==> src/rtl/pipelined_subtractor_48bit_pkg.sv <==
// Shared widths, stage-1 register layout and helpers for the 48-bit pipelined subtractor.
// Slice split is 32 (lower, stage 1) + 16 (upper, stage 2).
package pipelined_subtractor_48bit_pkg;

  localparam int SUB_WIDTH = 48;
  localparam int SUB_LO_W  = 32;
  localparam int SUB_HI_W  = SUB_WIDTH - SUB_LO_W;

  // Everything stage 2 needs: finished lower half, its borrow, raw upper operands.
  typedef struct packed {
    logic [SUB_LO_W-1:0] lo;
    logic                b;
    logic [SUB_HI_W-1:0] ahi;
    logic [SUB_HI_W-1:0] bhi;
  } s1_t;

  function automatic logic [SUB_WIDTH-1:0] negate48(input logic [SUB_WIDTH-1:0] x);
    return ~x + SUB_WIDTH'(1);
  endfunction

endpackage

==> src/rtl/cla_sub_slice.sv <==
// Combinational carry-lookahead subtract slice: D = X - Y - bin, bout = borrow.
// Computed as X + ~Y + ~bin with a Kogge-Stone prefix carry network.
module cla_sub_slice #(
  parameter int W = 32
) (
  input  logic [W-1:0] X,
  input  logic [W-1:0] Y,
  input  logic         bin,
  output logic [W-1:0] D,
  output logic         bout
);

  logic         cin;
  logic [W-1:0] prop;
  logic [W-1:0] gg;
  logic [W-1:0] pp;
  logic [W-1:0] gn;
  logic [W-1:0] pn;
  logic [W:0]   carry;

  assign cin = ~bin;

  always_comb begin
    prop  = X ^ ~Y;
    gg    = X & ~Y;
    pp    = prop;
    gn    = '0;
    pn    = '0;
    // Fold the carry-in into bit 0 so each prefix gg[i] is the carry out of bit i.
    gg[0] = gg[0] | (pp[0] & cin);
    for (int l = 0; (1 << l) < W; l++) begin
      gn = gg;
      pn = pp;
      for (int i = (1 << l); i < W; i++) begin
        gn[i] = gg[i] | (pp[i] & gg[i - (1 << l)]);
        pn[i] = pp[i] & pp[i - (1 << l)];
      end
      gg = gn;
      pp = pn;
    end
  end

  assign carry = {gg, cin};

  for (genvar gi = 0; gi < W; gi++) begin : g_sum
    assign D[gi] = prop[gi] ^ carry[gi];
  end

  assign bout = ~carry[W];

endmodule

==> src/rtl/pipelined_subtractor_48bit.sv <==
// Two-stage 48-bit subtractor with valid/ready on both ends; registered borrow between slices.
// Build option ABS_DIFF_EN: output |A-B-Bin| and add a Neg port equal to Bout.
module pipelined_subtractor_48bit
  import pipelined_subtractor_48bit_pkg::*;
#(
  parameter int WIDTH = SUB_WIDTH,
  parameter int LO_W  = SUB_LO_W
) (
  input  logic             clk,
  input  logic             rst,
  input  logic             in_valid,
  output logic             in_ready,
  input  logic [WIDTH-1:0] A,
  input  logic [WIDTH-1:0] B,
  input  logic             Bin,
  output logic             out_valid,
  input  logic             out_ready,
  output logic [WIDTH-1:0] Diff,
  output logic             Bout
`ifdef ABS_DIFF_EN
  ,
  output logic             Neg
`endif
);

  localparam int HI_W = WIDTH - LO_W;

  s1_t              s1_reg;
  logic             s1_valid_reg;
  logic [WIDTH-1:0] diff_reg;
  logic             bout_reg;
  logic             out_valid_reg;

  logic             s2_en;
  logic             s1_en;
  logic             accept;
  logic [LO_W-1:0]  lo_d;
  logic             lo_bout;
  logic [HI_W-1:0]  hi_d;
  logic             hi_bout;
  logic [WIDTH-1:0] raw_diff;
  logic [WIDTH-1:0] diff_next;

  assign s2_en    = !out_valid_reg || out_ready;
  assign s1_en    = !s1_valid_reg || s2_en;
  assign in_ready = s1_en && !rst;
  assign accept   = in_valid && in_ready;

  cla_sub_slice #(.W(LO_W)) u_lo (
    .X    (A[LO_W-1:0]),
    .Y    (B[LO_W-1:0]),
    .bin  (Bin),
    .D    (lo_d),
    .bout (lo_bout)
  );

  cla_sub_slice #(.W(HI_W)) u_hi (
    .X    (s1_reg.ahi),
    .Y    (s1_reg.bhi),
    .bin  (s1_reg.b),
    .D    (hi_d),
    .bout (hi_bout)
  );

  assign raw_diff = {hi_d, s1_reg.lo};

`ifdef ABS_DIFF_EN
  assign diff_next = hi_bout ? negate48(raw_diff) : raw_diff;
`else
  assign diff_next = raw_diff;
`endif

  always_ff @(posedge clk or posedge rst) begin
    if (rst) begin
      s1_reg        <= '0;
      s1_valid_reg  <= 1'b0;
      diff_reg      <= '0;
      bout_reg      <= 1'b0;
      out_valid_reg <= 1'b0;
    end else begin
      // Stage 1 refills whenever it is empty or stage 2 is draining it this cycle.
      if (s1_en) begin
        s1_valid_reg <= accept;
        if (accept) begin
          s1_reg <= '{lo: lo_d, b: lo_bout, ahi: A[WIDTH-1:LO_W], bhi: B[WIDTH-1:LO_W]};
        end
      end
      if (s2_en) begin
        out_valid_reg <= s1_valid_reg;
        if (s1_valid_reg) begin
          diff_reg <= diff_next;
          bout_reg <= hi_bout;
        end
      end
    end
  end

  assign out_valid = out_valid_reg;
  assign Diff      = diff_reg;
  assign Bout      = bout_reg;
`ifdef ABS_DIFF_EN
  assign Neg       = bout_reg;
`endif

endmodule
==> config.mk <==
export PLATFORM = sky130hd
export DESIGN_NAME = pipelined_subtractor_48bit
export DESIGN_NICKNAME = d
export VERILOG_FILES = /design/src/rtl/pipelined_subtractor_48bit_pkg.sv /design/src/rtl/cla_sub_slice.sv /design/src/rtl/pipelined_subtractor_48bit.sv
export SDC_FILE = /design/constraint.sdc
export NUM_CORES = 1
export LEC_CHECK = 0
export ABC_AREA = 1
export CAP_MARGIN = 20
export CORE_MARGIN = 2
export CORE_UTILIZATION = 55
export DETAILED_ROUTE_END_ITERATION = 12
export PLACE_DENSITY = 0.82
export SETUP_SLACK_MARGIN = 0.05
export SKIP_LAST_GASP = 1
export SLEW_MARGIN = 20
export SYNTH_ARGS = -nofsm -noshare
export SYNTH_HDL_FRONTEND = slang
export SYNTH_SLANG_ARGS = --single-unit
export TNS_END_PERCENT = 1
==> constraint.sdc <==
create_clock -name clk -period 7 [get_ports clk]
set_input_delay 0.7 -clock clk [delete_from_list [all_inputs] [get_ports clk]]
set_output_delay 0.7 -clock clk [all_outputs]
set_load 0.02 [all_outputs]
==> run metrics <==
post-synthesis area per instance 6.74 um^2; Post-synth EDFFs 0; number of global-route vias before repair 7,039; via count around 7,500; first-pass GRT wire length ~33,000 um; Mapped Area 7660 um^2; Peak Freq 301 MHz; # IOs ~150; mean routed wirelength per cell 13.6 um; # clock sinks around 120; pin count of the biggest net entering global routing 78; setup tns final 0 ns; top cell type's share of synthesized area between 30% and 40%; leakage 5.46 nW; Mapped Cells 1,137; top cells by area, synth dfrtp_1 (38%), nand2_1 (23%), inv_1 (9.5%), ha_1 (7.5%), nand3_1 (3.9%); Slew Viols, Final 0; hpwl dp 14,900 um; element type at the critical path start primary input; Synth top cells by count nand2_1 (470), inv_1 (194), dfrtp_1 (116), nand3_1 (59), nor2_1 (56); cell-internal power 0.00184 W; Hold Violations, Final 0; XOR/XNOR share of the synthesized area between 2 and 2.5%; Area Overhead vs Synth 29.0%; Synth cell types 33; combinational power share 36.8%; core area between 10,000 and 15,000 um^2; total global-route track usage 28.1%; Worst Tran Pin Value 1.07 ns; main combinational cell family by area after synthesis simple AND/OR/NAND/NOR gates; Sw Pwr between 0.0009 and 0.001 W; sequential share of the synthesized area between 30 and 40%; Arr. time, crit path approximately 3.6 ns; worst skew pair latency ~0.41 ns; area post-placement slightly above 9000 um^2; fin cells around 1,500; total power 0.00282 W; Final ANT Viol Nets 0; mux cell area share after synthesis 0%; Storage cell area slightly below 3000 um^2; fin area 9880 um^2; Post-Syn Nets between 1,000 and 1,500; Die Y 122 um; post-route minimum period 3.32 ns; final-stage net count roughly 1,400; DRC 0; CTS tree yes; Worst EP required about 7.2 ns; share of layout cells above drive strength 1 4.63%; Setup CP Type in -> reg; Chip Width around 120 um; Compound-Gate Fraction of Synth Area under 10%; CTS H-tree depth 4; # hold bufs at CTS 0; worst min path class reg -> reg; post-CTS setup buffers 0; VDD IR max between 0.15 and 0.2 mV; Ys Warns 0; Inst Count DP between 1,000 and 1,500; skew final around 0.0068 ns; largest area contributor in the netlist dfrtp_1; Fillers ~1,200; cts bufs inserted 17; CP Max Fanout 77; GPL Wtd Cong approximately 0.92; Flop pwr share between 30% and 40%; status complete, no violations; clock tree buffer depth 2; Most used DFF post-synth dfrtp_1; via density per instance a little over 5; Clock power frac 29.7%; cell area power density about 290 nW/um^2; clock-pin transition on the worst setup and hold timing paths about 0.050 ns; most common cell in the netlist nand2_1; WHS approximately 0.47 ns; ant diodes 0; row count 43; GRT Residual Overflow 0; drt pass-1 iters 5; PortBufs between 150 and 200; Tcrit/Tclk final between 40% and 50%; final setup vio count 0; CTS resizes 0; initial core utilization 55.8%; worst reg2reg setup slack approximately 4.2 ns; flop and latch count out of synthesis about 120; initial antenna violation count 0; Rel. slew slack between 20% and 30%; adder-cell share of the synthesized area about 8.6%; max-cap violations 0; unrepaired setup endpoints after global routing false; clock root buffer clkbuf_16; sw frac between 30% and 40%; die area around 15,000 um^2; overall routed net length approximately 20,000 um; FFs w/ async S/R, synth 100%; max FFs per register 48; Synth Area in Simple Gates approximately 33%; Multi-input gate area just under 4000 um^2; Iteration-0 DRC Markers 555; Critical Path Sink Type register
==> worst max-delay path: stages <==
cell,delay (ns)
clkdlybuf4s50_1,0.51
inv_4,0.20
nand2_1,0.18
inv_2,0.06
nand2_4,0.45
clkinv_2,0.92
nand3_1,0.32
o21ai_0,0.14
==> cells by family (layout without fill, tap and decap cells) <==
family,after synthesis,after routing
compound gates,110,110
xor+xnor,18,18
fa+ha+maj,50,50
buf+inv,226,385
flops,116,116
simple gates,617,617
==> layer usage <==
layer / track usage [%] / part of all wire [%] / vias to the layer above
li1: - / - / 3767
met3: 4.87 / 6.0 / 28
met2: 49.0 / 50 / 247
met1: 35.9 / 42 / 3422
met5: 0 / 0 / -
met4: 8.26 / 2.0 / 0
==> layout make-up <==
type                       count  area share [%]
multi-input combinational    795            39.4
tap                          180            2.28
inverter                     203            7.75
timing repair buffer         153            15.5
clock buffer                  24            4.98
clock inverter                 5           0.760
sequential                   116            29.4
==> final timing paths <==
path	from	cells after the start	endpoint
worst max-delay path	rst	8	diff_next[2]
worst min-delay path	diff_next[23]	2	Diff[23]
worst max register to register	out_valid	7	diff_next[2]
worst min register to register	diff_next[23]	2	Diff[23]
max in group asynchronous	rst	3	diff_next[27]
min in group asynchronous	rst	2	out_valid
==> cells in the final DEF, fill, tap and decap left out, types with 3 or more instances in the layout <==
| cell type | instances |
|---|---|
| nand2_1 | 469 |
| clkinv_2 | 4 |
| nand3b_1 | 4 |
| fa_1 | 4 |
| nand4_1 | 5 |
| clkdlybuf4s50_1 | 151 |
| clkbuf_16 | 17 |
| o21ai_1 | 11 |
| o21bai_1 | 4 |
| inv_1 | 193 |
| ha_1 | 46 |
| clkbuf_8 | 4 |
| nor2_1 | 56 |
| nand3_1 | 59 |
| inv_2 | 8 |
| nand2_2 | 12 |
| dfrtp_1 | 116 |
| clkbuf_1 | 3 |
| o21ai_0 | 51 |
| a21oi_1 | 37 |
| xor2_1 | 3 |
| nand3_2 | 4 |
| xnor2_1 | 15 |
==> power groups by stage <==
stage	Clock [W]	Combinational (W)	Sequential, W
6_report	0.000837	0.00104	0.000946
4_1_cts	0.000835	0.00104	0.000944
2_1_floorplan	0	0.000492	0.00105
5_1_grt	0.000870	0.00115	0.000962
3_5_place_dp	0	0.00103	0.000950
3_3_place_gp	0	0.00100	0.000946
==> per-stage QoR <==
step	utilization [%]	setup WS (ns)
after global routing	72.0	3.44
after global placement	67.9	3.46
after floorplan	-	2.74
after CTS	72.0	3.65
after detailed placement	67.9	3.37
final	72.0	3.68
Power figures use the tool's default switching activity.
